### config.mk
export PLATFORM = sky130hd
export DESIGN_NAME = alu_pipe
export DESIGN_NICKNAME = d
export VERILOG_FILES = /design/src/rtl/alu_pipe.sv
export SDC_FILE = /design/constraint.sdc
export NUM_CORES = 1
export LEC_CHECK = 0
export CAP_MARGIN = 25
export CORE_MARGIN = 4
export CORE_UTILIZATION = 40
export DETAILED_ROUTE_END_ITERATION = 10
export PLACE_DENSITY_LB_ADDON = 0.12
export SLEW_MARGIN = 0
export SYNTH_ARGS = -nofsm -noshare
export SYNTH_HDL_FRONTEND = slang
export SYNTH_SLANG_ARGS = --single-unit
### constraint.sdc
create_clock -name clk -period 7.4 [get_ports clk]
set_input_delay 0.74 -clock clk [delete_from_list [all_inputs] [get_ports clk]]
set_output_delay 0.74 -clock clk [all_outputs]
set_load 0.01 [all_outputs]
### src/rtl/alu_pipe.sv
// Two-stage pipelined ALU with N/V/Z flag register; ALU_PIPE_SAT_EN enables signed saturation on ADD/SUB/PCS.
// Latency: result valid two cycles after input accept, one op per cycle sustained.
// Backpressure: S2 holds while out_ready is low, S1 holds behind it, in_ready drops once S1 is occupied.
module alu_pipe #(
  parameter int WIDTH   = 16,
  parameter int SHAMT_W = $clog2(WIDTH)
) (
  input  logic             clk,
  input  logic             rst_n,
  input  logic             flush,
  input  logic             in_valid,
  output logic             in_ready,
  input  logic [3:0]       in_op,
  input  logic [WIDTH-1:0] in_a,
  input  logic [WIDTH-1:0] in_b,
  output logic             out_valid,
  input  logic             out_ready,
  output logic [WIDTH-1:0] out_res,
  output logic [2:0]       out_nvz,
  output logic [2:0]       flags
);

  localparam logic [3:0] OP_ADD    = 4'h0;
  localparam logic [3:0] OP_SUB    = 4'h1;
  localparam logic [3:0] OP_RED    = 4'h2;
  localparam logic [3:0] OP_XOR    = 4'h3;
  localparam logic [3:0] OP_SLL    = 4'h4;
  localparam logic [3:0] OP_SRA    = 4'h5;
  localparam logic [3:0] OP_ROR    = 4'h6;
  localparam logic [3:0] OP_PADDSB = 4'h7;
  localparam logic [3:0] OP_LW     = 4'h8;
  localparam logic [3:0] OP_SW     = 4'h9;
  localparam logic [3:0] OP_LHB    = 4'hA;
  localparam logic [3:0] OP_LLB    = 4'hB;
  localparam logic [3:0] OP_PCS    = 4'hE;

`ifdef ALU_PIPE_SAT_EN
  localparam logic [WIDTH-1:0] SAT_POS = {1'b0, {(WIDTH-1){1'b1}}};
  localparam logic [WIDTH-1:0] SAT_NEG = {1'b1, {(WIDTH-1){1'b0}}};
`endif

  logic             s1_valid_q;
  logic [3:0]       s1_op_q;
  logic [WIDTH-1:0] s1_a_q;
  logic [WIDTH-1:0] s1_b_q;
  logic             s2_valid_q;
  logic [3:0]       s2_op_q;
  logic [WIDTH-1:0] res_q, res_d;
  logic [2:0]       nvz_q, nvz_d;
  logic [2:0]       flags_q, flags_d;

  logic             s2_take;
  logic [WIDTH-1:0] sum_w, diff_w, add_r, sub_r, red_r, pad_r, ror_r, mem_r;
  logic             ovf_add, ovf_sub;
  logic [SHAMT_W-1:0] sh;
  logic [SHAMT_W:0]   lsh;
  logic [4:0]       lane;

  assign s2_take   = !s2_valid_q || out_ready;
  assign in_ready  = !s1_valid_q || s2_take;
  assign out_valid = s2_valid_q;
  assign out_res   = res_q;
  assign out_nvz   = nvz_q;
  assign flags     = flags_q;

  always_comb begin
    sh      = s1_b_q[SHAMT_W-1:0];
    lsh     = (SHAMT_W+1)'(WIDTH) - {1'b0, sh};
    sum_w   = s1_a_q + s1_b_q;
    diff_w  = s1_a_q - s1_b_q;
    ovf_add = (s1_a_q[WIDTH-1] == s1_b_q[WIDTH-1]) && (sum_w[WIDTH-1] != s1_a_q[WIDTH-1]);
    ovf_sub = (s1_a_q[WIDTH-1] != s1_b_q[WIDTH-1]) && (diff_w[WIDTH-1] != s1_a_q[WIDTH-1]);
`ifdef ALU_PIPE_SAT_EN
    add_r = ovf_add ? (s1_a_q[WIDTH-1] ? SAT_NEG : SAT_POS) : sum_w;
    sub_r = ovf_sub ? (s1_a_q[WIDTH-1] ? SAT_NEG : SAT_POS) : diff_w;
`else
    add_r = sum_w;
    sub_r = diff_w;
`endif

    red_r = '0;
    for (int i = 0; i < WIDTH/8; i++) begin
      red_r = red_r + {{(WIDTH-8){s1_a_q[8*i+7]}}, s1_a_q[8*i +: 8]}
                    + {{(WIDTH-8){s1_b_q[8*i+7]}}, s1_b_q[8*i +: 8]};
    end

    // Nibble lanes: a 5-bit sum whose top two bits disagree has overflowed.
    pad_r = '0;
    lane  = '0;
    for (int i = 0; i < WIDTH/4; i++) begin
      lane = {s1_a_q[4*i+3], s1_a_q[4*i +: 4]} + {s1_b_q[4*i+3], s1_b_q[4*i +: 4]};
      if (lane[4] != lane[3]) pad_r[4*i +: 4] = lane[4] ? 4'h8 : 4'h7;
      else                    pad_r[4*i +: 4] = lane[3:0];
    end

    ror_r = (s1_a_q >> sh) | (s1_a_q << lsh);
    mem_r = {s1_a_q[WIDTH-1:1], 1'b0} + {s1_b_q[WIDTH-2:0], 1'b0};

    res_d = '0;
    case (s1_op_q)
      OP_ADD, OP_PCS: res_d = add_r;
      OP_SUB:         res_d = sub_r;
      OP_RED:         res_d = red_r;
      OP_XOR:         res_d = s1_a_q ^ s1_b_q;
      OP_SLL:         res_d = s1_a_q << sh;
      OP_SRA:         res_d = WIDTH'($signed(s1_a_q) >>> sh);
      OP_ROR:         res_d = ror_r;
      OP_PADDSB:      res_d = pad_r;
      OP_LW, OP_SW:   res_d = mem_r;
      OP_LHB:         res_d = {s1_b_q[7:0], s1_a_q[WIDTH-9:0]};
      OP_LLB:         res_d = {s1_a_q[WIDTH-1:8], s1_b_q[7:0]};
      default:        res_d = '0;
    endcase

    nvz_d = '0;
    case (s1_op_q)
      OP_ADD:                         nvz_d = {add_r[WIDTH-1], ovf_add, add_r == '0};
      OP_SUB:                         nvz_d = {sub_r[WIDTH-1], ovf_sub, sub_r == '0};
      OP_XOR, OP_SLL, OP_SRA, OP_ROR: nvz_d = {2'b00, res_d == '0};
      default:                        nvz_d = '0;
    endcase
  end

  // Logic ops only own Z; N and V keep whatever the last ADD/SUB left.
  always_comb begin
    flags_d = flags_q;
    if (s2_valid_q && out_ready) begin
      case (s2_op_q)
        OP_ADD, OP_SUB:                 flags_d = nvz_q;
        OP_XOR, OP_SLL, OP_SRA, OP_ROR: flags_d = {flags_q[2:1], nvz_q[0]};
        default:                        flags_d = flags_q;
      endcase
    end
  end

  always_ff @(posedge clk or negedge rst_n) begin
    if (!rst_n) begin
      s1_valid_q <= 1'b0;
      s1_op_q    <= '0;
      s1_a_q     <= '0;
      s1_b_q     <= '0;
      s2_valid_q <= 1'b0;
      s2_op_q    <= '0;
      res_q      <= '0;
      nvz_q      <= '0;
      flags_q    <= '0;
    end else if (flush) begin
      s1_valid_q <= 1'b0;
      s2_valid_q <= 1'b0;
    end else begin
      if (in_ready) begin
        s1_valid_q <= in_valid;
        if (in_valid) begin
          s1_op_q <= in_op;
          s1_a_q  <= in_a;
          s1_b_q  <= in_b;
        end
      end
      if (s2_take) begin
        s2_valid_q <= s1_valid_q;
        if (s1_valid_q) begin
          s2_op_q <= s1_op_q;
          res_q   <= res_d;
          nvz_q   <= nvz_d;
        end
      end
      flags_q <= flags_d;
    end
  end

endmodule

Word level (Yosys, flattened, before mapping)
Index checks and enable logic that the tools add are counted.
{"block": "totals", "reg_bits": 64, "latch_bits": 0, "mem_bits_rw": 0, "mem_bits_ro": 0, "output_inout_bits": 24, "wordCells": 93, "mem_count": 0}
{"block": "classes", "addsub": 11, "n_mul": 0, "div": 0, "n_lt_le_gt_ge": 0, "eq_ne": 25, "n_shift": 4, "muxes": 15, "n_bitwise": 4, "reduce_logical": 24}
{"operator": "16-bit one-hot mux with 11 select lines", "n": 1}
{"operator": "16-bit zero test", "n": 3}
{"operator": "16-bit adder", "n": 2}
{"operator": "4-bit 2-to-1 mux", "n": 8}
{"operator": "4-bit by 3-bit == test with 1-bit output, second input constant", "n": 7}
{"operator": "4-bit by 4-bit adder with 5-bit output", "n": 4}
{"operator": "4-bit == test, second input constant", "n": 5}
{"operator": "16-bit OR", "n": 1}
{"operator": "16-bit by 4-bit << shifter with 16-bit output", "n": 1}
{"operator": "16-bit by 5-bit << shifter with 16-bit output", "n": 1}
{"operator": "16-bit by 4-bit right shift with 16-bit output", "n": 1}
{"operator": "16-bit by 4-bit >>> shifter with 16-bit output", "n": 1}
{"operator": "16-bit subtractor", "n": 1}
{"operator": "16-bit bitwise XOR", "n": 1}
{"operator": "4-bit by 2-bit == test with 1-bit output, second input constant", "n": 3}
{"operator": "10-bit by 8-bit adder with 11-bit output", "n": 1}
{"operator": "9-bit by 8-bit adder with 10-bit output", "n": 1}
{"operator": "8-bit by 8-bit adder with 9-bit output", "n": 1}
{"operator": "3-bit one-hot mux with 3 select lines", "n": 1}
{"operator": "3-bit AND reduction", "n": 3}
{"operator": "4-bit by 1-bit == test with 1-bit output, second input constant", "n": 2}
{"operator": "4-bit zero test", "n": 2}
{"operator": "4-bit OR reduction", "n": 2}
{"operator": "1-bit inequality test", "n": 7}
{"operator": "11 further kinds", "n": 23}

Logic depth before layout (Yosys ltp)
{"block": "depth", "word_depth": 6, "mapped_depth": 18}

Worst setup path after synthesis
No wires, ideal clock.
{"block": "synth_path", "path_kind": "register to register", "start": "register s1_a_q[1]", "end": "register nvz_q[0] (netlist: out_nvz[0])", "setup_time_ps": 95, "arrival_time_ps": 4124, "t_required_ps": 7305, "slack_ps": 3180, "path_stages_with_launch": 18, "path_cell_list": "dfrtp_1 -> fa_1 -> inv_1 -> fa_1 -> inv_1 -> ha_1 -> inv_1 -> fa_1 -> inv_1 -> a21o_1 -> a21oi_1 -> xnor2_1 -> a311o_1 -> or4_1 -> or3_1 -> nor3_2 -> nand4_1 -> o32ai_2"}
{"block": "synth_via", "elab_chain_len": 6, "word_cells_on_any_way": 21, "classes_between": "add/sub: 7; eq/ne: 1; shift: 4; mux: 4; bitwise: 2; reduce/logical: 3"}
{"item": "start: declaration", "line_no": "44", "rtl": "logic [WIDTH-1:0] s1_a_q;"}
{"item": "start signal: assignment", "line_no": "155", "rtl": "s1_a_q <= in_a;"}
{"item": "8-bit by 8-bit adder with 9-bit output / 4-bit by 4-bit adder with 5-bit output (equally long branches)", "line_no": "84, 91"}
{"item": "9-bit by 8-bit adder with 10-bit output, or another cell as far along", "line_no": "83", "rtl": "red_r = red_r + {{(WIDTH-8){s1_a_q[8*i+7]}}, s1_a_q[8*i +: 8]}"}
{"item": "10-bit by 8-bit adder with 11-bit output / 4-bit 2-to-1 mux (equally long branches)", "line_no": "84, 92"}
{"item": "16-bit one-hot mux with 11 select lines", "line_no": "100", "rtl": "case (s1_op_q)"}
{"item": "16-bit zero test", "line_no": "119", "rtl": "OP_XOR, OP_SLL, OP_SRA, OP_ROR: nvz_d = {2'b00, res_d == '0};"}
{"item": "3-bit one-hot mux with 3 select lines *", "line_no": "116", "rtl": "case (s1_op_q)"}
{"item": "end signal: assignment", "line_no": "164", "rtl": "nvz_q <= nvz_d;"}
{"item": "end: declaration", "line_no": "49", "rtl": "logic [2:0] nvz_q, nvz_d;"}
Every way passes the cells marked *; elsewhere a longest branch is shown, timed or not.
A chain may end at the register's enable or synchronous reset.

Final worst setup path
{"block": "layout_path", "start": "register s1_b_q[0]", "end": "register nvz_q[0] (netlist: out_nvz[0])"}
{"block": "layout_via", "elab_chain_len": 6, "word_cells_on_any_way": 22, "classes_between": "add/sub: 8; eq/ne: 1; shift: 4; mux: 4; bitwise: 2; reduce/logical: 3"}
{"item": "start: declaration", "line_no": "45", "rtl": "logic [WIDTH-1:0] s1_b_q;"}
{"item": "start signal: assignment", "line_no": "156", "rtl": "s1_b_q <= in_b;"}
{"item": "8-bit by 8-bit adder with 9-bit output, or another cell as far along", "line_no": "84", "rtl": "+ {{(WIDTH-8){s1_b_q[8*i+7]}}, s1_b_q[8*i +: 8]};"}
{"item": "9-bit by 8-bit adder with 10-bit output, or another cell as far along", "line_no": "83"}
{"item": "10-bit by 8-bit adder with 11-bit output, or another cell as far along", "line_no": "84"}
{"item": "16-bit one-hot mux with 11 select lines", "line_no": "100"}
{"item": "16-bit zero test", "line_no": "119"}
{"item": "3-bit one-hot mux with 3 select lines *", "line_no": "116"}
Marked as above.

==> impl_metrics.env <==
export IMPL_path_cells="inv_2 -> ha_1 -> mux2i_1 -> mux4_2 -> nor2_1 -> a2111oi_0 -> o2111ai_1 -> or4_1 -> nor3_2 -> nand4_1 -> o32ai_2"
export IMPL_synth_edf_count=0
export IMPL_crit_fanout=23
export IMPL_power_frac_seq_pct=15.6
export IMPL_cellPowerDensity_mw_per_mm2=322.5
export IMPL_finalHoldViolations=0
export IMPL_final_net_count=1390
export IMPL_slowest_delay_ns=0.88
export IMPL_ys_flop_type="dfrtp_1"
export IMPL_p_total_w=0.003603
export IMPL_cp_end_kind="register"
export IMPL_core_area_sq_mm=0.02446
export IMPL_grt_max_degree=65
export IMPL_n_antenna_cell=0
export IMPL_pwr_share_clk_pct=14.1
export IMPL_critical_path_buf_inv_count=1
export IMPL_fp_dieH_microns=166.3
export IMPL_synth_common_cells="nand2_1 (146), nor2_1 (100), a21oi_1 (75)"
export IMPL_period_minus_slack_ns=4.957
export IMPL_via_per_inst=6.603
export IMPL_hold_class="reg2reg"
export IMPL_regArea_sq_mm=0.001605
export IMPL_post_cts_buffers=0
export IMPL_cts_repair_resized=0
export IMPL_yosys_warnings=0
export IMPL_worstMarginPinSlew_ns=1.098
export IMPL_swShare_pct=51.01
export IMPL_ys_types=90
export IMPL_drv_cap=0
export IMPL_grt_total_usage_pct=29.02
export IMPL_remaining_drc_errors=0
export IMPL_period_share_pct=66.99
export IMPL_synth_top_area_share_pct=15.97
export IMPL_gr_total_overflow=0
export IMPL_grt_pass1_wl_microns=62300
export IMPL_worst_ep_required_time_ns=7.66
export IMPL_reg2reg_depth=11
export IMPL_grt_pass1_vias=9865
export IMPL_wl_per_cell_microns=25.97
export IMPL_port_buffers=64
export IMPL_drive_gt1_share_pct=10.83
export IMPL_worstSetupStartpoint="s1_b_q[0]"
export IMPL_ys_ff_latch=64
export IMPL_finalSetupTns_ns=0
export IMPL_ctsHoldBuffers=0
export IMPL_max_freq_ghz=0.2017
export IMPL_peakVddDrop_uv=133.3
export IMPL_synth_area_leaders="dfrtp_1 (16%), ha_1 (7.1%), nand2_1 (5.5%)"
export IMPL_setup_worst_path_end="out_nvz[0]"
export IMPL_syn_avg_cell_area_sq_um=7.914
export IMPL_crit_slowest_cell="ha_1"
export IMPL_routabilityCongestion=1.029
export IMPL_initial_utilization_pct=40.99
export IMPL_worst_skew_pair_late_latency_ns=0.36
export IMPL_clk_path_buf_depth=2
export IMPL_slew_limit_headroom_pct=25.80
export IMPL_final_area_sq_mm=0.01117
export IMPL_synth_nets=1388
export IMPL_syn_inst=1267
export IMPL_clkTransAtPathRegs_ns=0.06
export IMPL_cts_made_buffers=9
export IMPL_postRouteAntennaNets=0
export IMPL_crit_type="reg2reg"
export IMPL_final_max_slew_viol_count=0
export IMPL_critical_path_top_delay_family="compound AO/OA/AOI/OAI gates"
export IMPL_cts_sinks=64
export IMPL_internal_power_w=0.001765
export IMPL_crit_cells=11
export IMPL_multi_input_area_sq_mm=0.007811
export IMPL_drt_pass1_iterations=7
export IMPL_vias=10550
export IMPL_grt_setup_unrepaired="no"
export IMPL_h_tree_depth=3
export IMPL_reg2reg_slack_ns=2.44
export IMPL_ios=65
export IMPL_nFillCells=2485
export IMPL_skew_ns=0.01476
export IMPL_r2r_end="out_nvz[0]"
export IMPL_status="finished clean"
export IMPL_dpl_instance_area_sq_mm=0.01084
export IMPL_die_area_sq_mm=0.02767
export IMPL_fp_row_count=57
export IMPL_combinationalPowerShare_pct=70.4
export IMPL_synth_area_sq_mm=0.01003
export IMPL_antenna_found_initial=0
export IMPL_seq_area_frac_synth_pct=15.97
export IMPL_cp_start_kind="register"
export IMPL_cellLeakagePower_nw=4.476
export IMPL_reg2reg_from="s1_b_q[0]"
export IMPL_cts_tree="done"
export IMPL_synth_largest_area_cell="dfrtp_1"
export IMPL_synth_most_common_cell="nand2_1"
export IMPL_fp_dieW_microns=166.3
export IMPL_wl_microns=41490
export IMPL_power_net_switching_w=0.001838
export IMPL_place_hpwl_microns=31140
export IMPL_ys_async_sr_fraction_pct=100.0
export IMPL_arrival_ns=5.22
export IMPL_area_delta_synth_final_pct=11.40
export IMPL_first_iter_violations=1133
export IMPL_setup_viol=0
export IMPL_clock_root_buffer="clkbuf_16"
power by group through the flow:
stage	Sequential (W)	Combinational (W)	Clock (W)
3_5_place_dp	0.000567	0.00247	0
5_1_grt	0.000574	0.00273	0.000530
4_1_cts	0.000560	0.00248	0.000516
2_1_floorplan	0.000541	0.00175	0
3_3_place_gp	0.000564	0.00248	0
6_report	0.000561	0.00253	0.000507
per-layer routing:
metal  vias to the layer above  routed length, microns  track usage (%)
li1                       4710                       -                -
met1                      5126                   17710            40.25
met2                       595                   17640            42.56
met3                       118                    3679            5.927
met4                         2                    2389            14.91
met5                         -                      69            1.913
worst min-delay path by stage:
stage | startpoint | to | slack (ns) | cells past startpoint
5_1_grt | out_res[11] | out_res[11] | 0.49 | 2
4_1_cts | out_res[13] | out_res[13] | 0.48 | 2
3_5_place_dp | out_res[13] | out_res[13] | 0.47 | 2
2_1_floorplan | rst_n | flags[0] | 0.44 | 0
6_report | out_res[11] | out_res[11] | 0.48 | 2
3_3_place_gp | out_res[11] | out_res[11] | 0.46 | 2
per-stage QoR:
step / instances / util [%] / hold slack [ns] / setup slack, ns
6_report: 1598 / 45.67 / 0.4751 / 2.443
5_1_grt: 1598 / 45.67 / 0.4934 / 2.265
4_1_cts: 1598 / 45.67 / 0.4840 / 2.625
3_5_place_dp: 1582 / 44.33 / 0.4672 / 2.652
3_3_place_gp: 1582 / 44.33 / 0.4616 / 2.624
2_1_floorplan: 1267 / - / 0.4444 / 3.180
cells in the final DEF (no fill, tap or decap), types with 16 or more instances in the layout:
master	n
nor3_1	35
fa_1	23
mux2_2	46
ha_1	57
mux4_2	23
inv_1	42
clkdlybuf4s50_1	63
nand2_1	146
a31oi_1	16
xnor2_1	25
mux2i_1	52
dfrtp_1	61
nor4_1	18
o21ai_0	52
o211ai_1	16
nor2b_1	33
nand3_1	29
a211oi_1	27
nand2b_1	23
xor2_1	19
nor2_1	100
o22ai_1	24
buf_4	29
a21oi_1	75
area by class of cell:
cell class                 instances  share of cell area (%)
multi-input combinational       1056                   69.93
sequential                        64                   14.37
timing repair buffer              92                   7.594
tap                              324                   3.629
clock buffer                       9                   2.016
inverter                          46                   1.546
clock inverter                     7                  0.9185
state kept, by name, indices dropped and copies added (netlist names):
signal	cells
out_res	16
s1_a_q	16
s1_b_q	16
s1_op_q	4
s2_op_q	4
flags	3
out_nvz	3
out_valid	1
s1_valid_q	1
worst reg2reg max path, cell delays in order, from the launching register on:
cell	delay, ns
dfrtp_2	0.46
inv_2	0.32
ha_1	0.88
mux2i_1	0.53
mux4_2	0.34
nor2_1	0.05
a2111oi_0	0.76
o2111ai_1	0.36
or4_1	0.62
nor3_2	0.21
nand4_1	0.14
o32ai_2	0.21
cells by family after synthesis:
family                     synth area share, %
AOI/OAI and AO/OA                        23.01
xor gates and xnor gates                 4.006
adders and majority gates                11.80
buffers and inverters                    6.239
DFF                                      15.97
muxes                                    16.23
and+or+nand+nor                          22.74
Power figures use the tool's default switching activity.
